**config.mk**
```make
export PLATFORM = sky130hd
export DESIGN_NAME = multi_link
export DESIGN_NICKNAME = d
export VERILOG_FILES = /design/src/rtl/multi_link.sv
export SDC_FILE = /design/constraint.sdc
export NUM_CORES = 1
export LEC_CHECK = 0
export ABC_CLOCK_PERIOD_IN_PS = 4300
export BUFFER_PORTS_ARGS = -buffer_cell sky130_fd_sc_hd__buf_2
export CAP_MARGIN = 20
export CORE_MARGIN = 1
export CORE_UTILIZATION = 39
export CTS_CLUSTER_DIAMETER = 30
export CTS_CLUSTER_SIZE = 24
export DETAILED_ROUTE_END_ITERATION = 10
export PLACE_DENSITY = 0.65
export RECOVER_POWER = 100
export SETUP_SLACK_MARGIN = 0.1
export SYNTH_ARGS = -nofsm -noshare
export SYNTH_HDL_FRONTEND = slang
export SYNTH_SLANG_ARGS = --single-unit
```
**constraint.sdc**
```tcl
create_clock -name pclk -period 4.3 [get_ports pclk]
set_input_delay 1.075 -clock pclk [delete_from_list [all_inputs] [get_ports pclk]]
set_output_delay 1.075 -clock pclk [all_outputs]
set_load 0.05 [all_outputs]
```
**src/rtl/multi_link.sv**
```systemverilog
// Board-to-board status link: sends the local multiplayer status byte every
// TX_PERIOD cycles as an 8N1 frame and validates the opponent's frames.
module multi_link #(
  parameter int unsigned CLKS_PER_BIT   = 564,
  parameter int unsigned TX_PERIOD      = 65000,
  parameter int unsigned TIMEOUT_CYCLES = 650000
) (
  input  logic pclk,
  input  logic rst,
  input  logic player_ready,
  input  logic multiplayer,
  input  logic game_over,
  input  logic victory,
  input  logic rx_in,
  output logic tx_out,
  output logic opponent_ready,
  output logic opponent_multi,
  output logic opponent_game_over,
  output logic opponent_victory,
  output logic link_up,
  output logic frame_err
);

  localparam int unsigned PER_W    = $clog2(TX_PERIOD);
  localparam int unsigned BIT_W    = $clog2(CLKS_PER_BIT);
  localparam int unsigned TO_W     = $clog2(TIMEOUT_CYCLES + 1);
  localparam int unsigned HALF_BIT = CLKS_PER_BIT / 2;
  localparam logic [3:0]  TAG      = 4'hA;

  typedef enum logic [1:0] {TX_IDLE, TX_START, TX_DATA, TX_STOP} tx_state_t;
  typedef enum logic [1:0] {RX_IDLE, RX_START, RX_DATA, RX_STOP} rx_state_t;

  // Transmit path
  logic [PER_W-1:0] per_q, per_d;
  tx_state_t        tx_state_q, tx_state_d;
  logic [BIT_W-1:0] tx_cnt_q, tx_cnt_d;
  logic [2:0]       tx_bit_q, tx_bit_d;
  logic [7:0]       tx_shift_q, tx_shift_d;
  logic             tx_out_q, tx_out_d;

  // Receive path
  logic             sync1_q, sync1_d;
  logic             sync2_q, sync2_d;
  logic             rx_prev_q, rx_prev_d;
  rx_state_t        rx_state_q, rx_state_d;
  logic [BIT_W-1:0] rx_cnt_q, rx_cnt_d;
  logic [2:0]       rx_bit_q, rx_bit_d;
  logic [7:0]       rx_shift_q, rx_shift_d;
  logic [3:0]       opp_q, opp_d;
  logic             link_q, link_d;
  logic             err_q, err_d;
  logic [TO_W-1:0]  to_q, to_d;

  logic tx_bit_end;
  logic rx_bit_end;
  logic rx_done;
  logic rx_ok;

  // Frame scheduler and serializer; status is latched only at period start
  always_comb begin
    per_d      = (per_q == PER_W'(TX_PERIOD - 1)) ? '0 : per_q + 1'b1;
    tx_state_d = tx_state_q;
    tx_cnt_d   = tx_cnt_q;
    tx_bit_d   = tx_bit_q;
    tx_shift_d = tx_shift_q;
    tx_out_d   = tx_out_q;
    tx_bit_end = (tx_cnt_q == BIT_W'(CLKS_PER_BIT - 1));

    case (tx_state_q)
      TX_IDLE: begin
        tx_out_d = 1'b1;
        if (per_q == '0) begin
          tx_shift_d = {TAG, victory, game_over, multiplayer, player_ready};
          tx_state_d = TX_START;
          tx_cnt_d   = '0;
          tx_out_d   = 1'b0;
        end
      end
      TX_START: begin
        if (tx_bit_end) begin
          tx_state_d = TX_DATA;
          tx_cnt_d   = '0;
          tx_bit_d   = '0;
          tx_out_d   = tx_shift_q[0];
        end else begin
          tx_cnt_d = tx_cnt_q + 1'b1;
        end
      end
      TX_DATA: begin
        if (tx_bit_end) begin
          tx_cnt_d = '0;
          if (tx_bit_q == 3'd7) begin
            tx_state_d = TX_STOP;
            tx_out_d   = 1'b1;
          end else begin
            tx_bit_d   = tx_bit_q + 1'b1;
            tx_shift_d = {1'b0, tx_shift_q[7:1]};
            tx_out_d   = tx_shift_q[1];
          end
        end else begin
          tx_cnt_d = tx_cnt_q + 1'b1;
        end
      end
      TX_STOP: begin
        tx_out_d = 1'b1;
        if (tx_bit_end) begin
          tx_state_d = TX_IDLE;
          tx_cnt_d   = '0;
        end else begin
          tx_cnt_d = tx_cnt_q + 1'b1;
        end
      end
      default: begin
        tx_state_d = TX_IDLE;
        tx_out_d   = 1'b1;
      end
    endcase
  end

  // Synchronized receiver, frame validation and link timeout
  always_comb begin
    sync1_d    = rx_in;
    sync2_d    = sync1_q;
    rx_prev_d  = sync2_q;
    rx_state_d = rx_state_q;
    rx_cnt_d   = rx_cnt_q;
    rx_bit_d   = rx_bit_q;
    rx_shift_d = rx_shift_q;
    opp_d      = opp_q;
    link_d     = link_q;
    err_d      = 1'b0;
    to_d       = (to_q == TO_W'(TIMEOUT_CYCLES)) ? to_q : to_q + 1'b1;
    rx_bit_end = (rx_cnt_q == BIT_W'(CLKS_PER_BIT - 1));
    rx_done    = 1'b0;
    rx_ok      = 1'b0;

    case (rx_state_q)
      RX_IDLE: begin
        // Only a 1->0 transition starts a frame, so a stuck-low line cannot retrigger
        if (rx_prev_q && !sync2_q) begin
          rx_state_d = RX_START;
          rx_cnt_d   = '0;
        end
      end
      RX_START: begin
        if (rx_cnt_q == BIT_W'(HALF_BIT - 1)) begin
          rx_cnt_d   = '0;
          rx_bit_d   = '0;
          rx_state_d = sync2_q ? RX_IDLE : RX_DATA;
        end else begin
          rx_cnt_d = rx_cnt_q + 1'b1;
        end
      end
      RX_DATA: begin
        if (rx_bit_end) begin
          rx_cnt_d   = '0;
          rx_shift_d = {sync2_q, rx_shift_q[7:1]};
          if (rx_bit_q == 3'd7) begin
            rx_state_d = RX_STOP;
          end else begin
            rx_bit_d = rx_bit_q + 1'b1;
          end
        end else begin
          rx_cnt_d = rx_cnt_q + 1'b1;
        end
      end
      RX_STOP: begin
        if (rx_bit_end) begin
          rx_state_d = RX_IDLE;
          rx_cnt_d   = '0;
          rx_done    = 1'b1;
          rx_ok      = sync2_q && (rx_shift_q[7:4] == TAG);
        end else begin
          rx_cnt_d = rx_cnt_q + 1'b1;
        end
      end
      default: rx_state_d = RX_IDLE;
    endcase

    if (to_d == TO_W'(TIMEOUT_CYCLES)) begin
      link_d = 1'b0;
      opp_d  = '0;
    end

    // A valid frame overrides a timeout landing on the same edge
    if (rx_done) begin
      if (rx_ok) begin
        opp_d  = rx_shift_q[3:0];
        link_d = 1'b1;
        to_d   = '0;
      end else begin
        err_d = 1'b1;
      end
    end
  end

  always_ff @(posedge pclk or posedge rst) begin
    if (rst) begin
      per_q      <= '0;
      tx_state_q <= TX_IDLE;
      tx_cnt_q   <= '0;
      tx_bit_q   <= '0;
      tx_shift_q <= '0;
      tx_out_q   <= 1'b1;
      sync1_q    <= 1'b1;
      sync2_q    <= 1'b1;
      rx_prev_q  <= 1'b1;
      rx_state_q <= RX_IDLE;
      rx_cnt_q   <= '0;
      rx_bit_q   <= '0;
      rx_shift_q <= '0;
      opp_q      <= '0;
      link_q     <= 1'b0;
      err_q      <= 1'b0;
      to_q       <= '0;
    end else begin
      per_q      <= per_d;
      tx_state_q <= tx_state_d;
      tx_cnt_q   <= tx_cnt_d;
      tx_bit_q   <= tx_bit_d;
      tx_shift_q <= tx_shift_d;
      tx_out_q   <= tx_out_d;
      sync1_q    <= sync1_d;
      sync2_q    <= sync2_d;
      rx_prev_q  <= rx_prev_d;
      rx_state_q <= rx_state_d;
      rx_cnt_q   <= rx_cnt_d;
      rx_bit_q   <= rx_bit_d;
      rx_shift_q <= rx_shift_d;
      opp_q      <= opp_d;
      link_q     <= link_d;
      err_q      <= err_d;
      to_q       <= to_d;
    end
  end

  assign tx_out             = tx_out_q;
  assign opponent_ready     = opp_q[0];
  assign opponent_multi     = opp_q[1];
  assign opponent_game_over = opp_q[2];
  assign opponent_victory   = opp_q[3];
  assign link_up            = link_q;
  assign frame_err          = err_q;

endmodule

```
After elaboration in Yosys (flattened, before gate mapping)

Index checks and enable logic that the tools add are counted.

Register bits: 92
Input port bits: 7

Add/sub/neg operators: 6
Equal/unequal tests: 27
Mux-type cells: 53
Reduce and logical (&&, ||, !) cells: 18

Operators with widths:

| operator                | number |
|---|---|
| $mux W20                | 3 |
| $mux W10                | 5 |
| $eq A20 B20 Y1 const B  | 2 |
| $pmux W10 S3            | 1 |
| $mux W8                 | 3 |
| $ne A2 B2 Y1 const B    | 12 |
| $mux W2                 | 11 |
| $add A10 B1 Y10 const B | 2 |
| $add A20 B1 Y20 const B | 1 |
| $eq A10 B10 Y1 const B  | 2 |
| $pmux W10 S2            | 1 |
| $mux W3                 | 6 |
| $add A16 B1 Y16 const B | 1 |
| $eq A16 B16 Y1 const B  | 1 |
| $logic_not A16 Y1       | 1 |
| $mux W16                | 1 |
| $pmux W2 S4             | 2 |
| $pmux W8 S2             | 1 |
| $mux W1                 | 13 |
| $mux W4                 | 3 |
| $pmux W3 S2             | 2 |
| $reduce_and A4 Y1       | 3 |
| $eq A10 B9 Y1 const B   | 1 |
| $reduce_and A5 Y1       | 2 |
| other kinds (13)        | 24 |

Longest topological paths before layout

Depth in word-level cells: 6
Gate-level depth with buffers: 9
Depth with buffers taken out: 8

Worst setup path before layout

No wires, ideal clock.

Path type: register to register
Start point: register to_q[1]
End point: register link_q, in the netlist link_up
Setup time: 0.131 ns
Data arrival time: 1.952 ns
Required time: 4.169 ns
Setup slack: 2.216 ns
Stages on the path, launching flop included: 9
Path buffers: 1
Period minus slack after synthesis: 2.084 ns
Path through: dfrtp_1 -> clkbuf_1 -> inv_1 -> ha_1 -> or3_1 -> a22oi_1 -> nand4_1 -> nor4_4 -> nor2_1

Cells in the longest elaborated chain, start to end: 6

RTL lines:

| element                                           | line | RTL |
|---|---|---|
| from (decl)                                       | 52   | `logic [TO_W-1:0] to_q, to_d;` |
| from (signal assigned)                            | 233  | `to_q <= to_d;` |
| $add A20 B1 Y20 or $eq A20 B20 Y1 (tied branches) | 132  | `to_d = (to_q == TO_W'(TIMEOUT_CYCLES)) ? to_q : to_q + 1'b1;` |
| $mux W20 (*)                                      | 132  |  |
| $eq A20 B20 Y1 (*)                                | 180  | `if (to_d == TO_W'(TIMEOUT_CYCLES)) begin` |
| $mux W1 (*)                                       | 180  |  |
| $mux W1                                           | 187  | `if (rx_ok) begin` |
| $mux W1 (*)                                       | 186  | `if (rx_done) begin` |
| net link_d                                        | 50   | `logic link_q, link_d;` |
| to (signal assigned)                              | 231  | `link_q <= link_d;` |
| to (decl)                                         | 50   |  |

Mark *: on every way through the listed nets, which the timed path passes. The rest lies on a longest branch.
A chain may end at the register's enable or synchronous reset.

Final worst setup path

Start point: register rx_cnt_q[2]
End point: register rx_cnt_q[6]

Cells in the longest elaborated chain, start to end: 3

RTL lines:

| element                                       | line          | RTL |
|---|---|---|
| from (decl)                                   | 46            | `logic [BIT_W-1:0] rx_cnt_q, rx_cnt_d;` |
| from (signal assigned)                        | 227           | `rx_cnt_q <= rx_cnt_d;` |
| $add A10 B1 Y10, or another cell as far along | 151, 164, 174 |  |
| $mux W10, on equally long branches            | 155, 168, 146 |  |
| $pmux W10 S3 (*)                              | 137           | `case (rx_state_q)` |

Mark *: on every way between the ends. The rest lies on a longest branch, timed or not.

==> impl_metrics.json <==
{
  "status": "finished with violations",
  "violations": "capacitance limit, slew limit",
  "die_h_um": 116.1,
  "synth_edf_count": 0,
  "cts_buffers": 9,
  "yosys_warnings": 0,
  "syn_area_sq_um": 5075,
  "syn_inst": 512,
  "p_leak_nw": 2.437,
  "yosysMostFrequentCell": "dfrtp_1",
  "cts_setup_buffers": 0,
  "crit_end": "rx_cnt_q[6]$_DFFE_PP0N_",
  "path_clk_slew_ns": 0.06,
  "fp.dieArea_sq_um": 13470,
  "grt_pass1_wl_um": 17260,
  "num_vias": 3675,
  "yosys.area.top_type": "dfrtp_1",
  "routabilityCongestion": 0.8571,
  "fill_cells": 1259,
  "design.core.area_sq_um": 12670,
  "peakVddDrop_v": 0.0001979,
  "fp.dieW_um": 116.1,
  "maxSlewHeadroom_pct": -60.42,
  "seqCellArea_sq_um": 2307,
  "r2r_cells": 6,
  "cts_htree_levels": 3,
  "final_area_sq_um": 5499,
  "wl_um": 9727,
  "holdWs_ns": 0.3631,
  "startpoint": "rx_cnt_q[2]$_DFFE_PP0N_",
  "fin_crit_sh_pct": 65.72,
  "fmax_mhz": 353.8,
  "drtIter0Drc": 250,
  "netlist.area_leader.share_pct": 43.39,
  "netlist_top_cells_count": "dfrtp_1, nor2_1, nand2_1, inv_1, xor2_1",
  "worst_pin_slew_ns": 2.393,
  "rsz0062_at_grt": "no",
  "hp-class": "reg2reg",
  "cp_max_fo": 16,
  "fin_tns_setup_ns": 0,
  "skew_ns": 0.005013,
  "drv_cap": 1,
  "post-dp-hpwl_um": 6827,
  "fin_util_pct": 43.40,
  "rows": 41,
  "cts_buffer_depth": 2,
  "cts_hold_buf": 0,
  "slew_violations": 51,
  "multi_input_area_sq_um": 2519,
  "dpl-instance-area_sq_um": 5261,
  "finalPower_w": 0.001850,
  "synth_nets": 535,
  "syn_area_per_cell_sq_um": 9.912,
  "hold_viol": 0,
  "end_kind": "flop",
  "io_buffers": 13,
  "ys_types": 65,
  "viasPerCell": 5.311,
  "clock_latency_ns": 0.34,
  "ys_ff_latch": 92,
  "cts_resized": 0,
  "synthArstFlopShare_pct": 100.0,
  "wl_per_cell_um": 14.06,
  "overflow": 0,
  "period_needed_ns": 2.826,
  "drive_above_1_share_pct": 9.231,
  "drt_pass1_iterations": 4,
  "crit_type": "reg2reg",
  "initial_core_util_pct": 40.05,
  "route.detailed.drc": 0,
  "drtAntennaViolNets": 0,
  "critical_path_required_ns": 4.48,
  "ff2ff_setup_slack_ns": 1.47,
  "synth.area.top_cells": "dfrtp_1, ha_1, nor2_1, xor2_1, nand2_1",
  "tritoncts": "done",
  "synthToLayoutAreaGrowth_pct": 8.358,
  "ioPinCount": 14,
  "r2r_end": "rx_cnt_q[6]$_DFFE_PP0N_",
  "synth-main-ff-cell": "dfrtp_1",
  "timing.rr.start": "rx_cnt_q[2]$_DFFE_PP0N_",
  "ys_seq_area_share_pct": 45.46,
  "powerDensity_nw_per_um2": 336.4,
  "antenna_cells": 0,
  "cts_sinks": 92,
  "track_usage_pct": 16.41,
  "clock-root-buffer": "clkbuf_16",
  "critPathArrivalTime_ns": 3.01,
  "start_kind": "flop",
  "fin_nets": 538,
  "grt_max_degree": 52,
  "finalSetupViolCount": 0,
  "grt_antenna_before_repair": 0,
  "grt_pass1_vias": 3697
}
[worst max-delay path: stages, from the launching register on]
cell     delay, ns
dfrtp_1       0.43
nor3_2        0.39
or4b_1        0.50
mux2i_1       0.89
o21ai_0       0.24
nand2_1       0.13
o41ai_1       0.08
[through the flow]
| step | setup WS [ns] | cells |
|---|---|---|
| 2_1_floorplan | 0.8397 | 512 |
| 3_3_place_gp | 1.834 | 676 |
| 3_5_place_dp | 1.762 | 676 |
| 4_1_cts | 1.736 | 692 |
| 5_1_grt | 1.123 | 692 |
| 6_report | 1.474 | 692 |
[layout make-up]
cell class	count	share of cell area, %
sequential	92	41.96
clock inverter	6	1.183
inverter	22	1.524
timing repair buffer	15	1.456
clock buffer	10	4.164
multi-input combinational	375	45.80
tap	172	3.914
[how the worst min path moves through the flow]
| stage | start | depth (start not counted) | slack (ns) | end |
|---|---|---|---|---|
| final | sync1_q$_DFF_PP1_ | 0 | 0.36 | rx_prev_d$_DFF_PP1_ |
| after global routing | sync1_q$_DFF_PP1_ | 0 | 0.37 | rx_prev_d$_DFF_PP1_ |
| after CTS | sync1_q$_DFF_PP1_ | 0 | 0.36 | rx_prev_d$_DFF_PP1_ |
| after detailed placement | sync1_q$_DFF_PP1_ | 0 | 0.35 | rx_prev_d$_DFF_PP1_ |
| after global placement | sync1_q$_DFF_PP1_ | 0 | 0.35 | rx_prev_d$_DFF_PP1_ |
| after floorplan | sync1_q$_DFF_PP1_ | 0 | 0.35 | rx_prev_d$_DFF_PP1_ |
[where the power goes]
group          internal [W]  switching [W]
Clock              0.000450       0.000333
Sequential         0.000899      0.0000455
Combinational     0.0000494      0.0000731
Total               0.00140       0.000451
[logic make-up after synthesis]
family / Yosys count / synth area share (%)
buffers and inverters: 45 / 4.043
AO/OA/AOI/OAI: 89 / 12.08
multiplexers: 26 / 5.621
flip-flops: 92 / 45.46
XOR/XNOR: 36 / 6.213
AND/OR/NAND/NOR: 208 / 22.63
adder cells (fa/ha/maj): 16 / 3.945
[registers in the layout (all words and copies together), names as in the netlist, 2 cells and up, named ones only]
register and cells:
opp_q 4, tx_bit_q 3, rx_shift_q 8, rx_cnt_q 10, tx_shift_q 8, to_q 20
tx_state_q 2, tx_cnt_q 10, rx_bit_q 3, per_q 16
[routing by layer]
layer	part of all wire [%]	GRT usage, %
met1	47	20.38
met2	48	27.34
met3	3.8	5.230
met4	1.1	4.786
met5	0	0
[cell usage in the layout (no fill, tap or decap), types with 5 or more instances in the layout]
master and instances:
dfrtp_1 88, nand3_1 20, xnor2_1 15, xor2_1 21
buf_2 6, and3_1 14, nor2b_1 6, a21oi_1 12
mux2_2 13, a22o_1 10, nor2_1 53, ha_1 16
nand2_1 41, clkbuf_1 9, nor4_1 7, and4_1 7
nor3_1 17, nand4_1 11, mux2i_1 9, a21o_1 5
inv_1 21, nand2b_1 8, o21ai_0 28, clkbuf_16 9
Power figures use the tool's default switching activity.
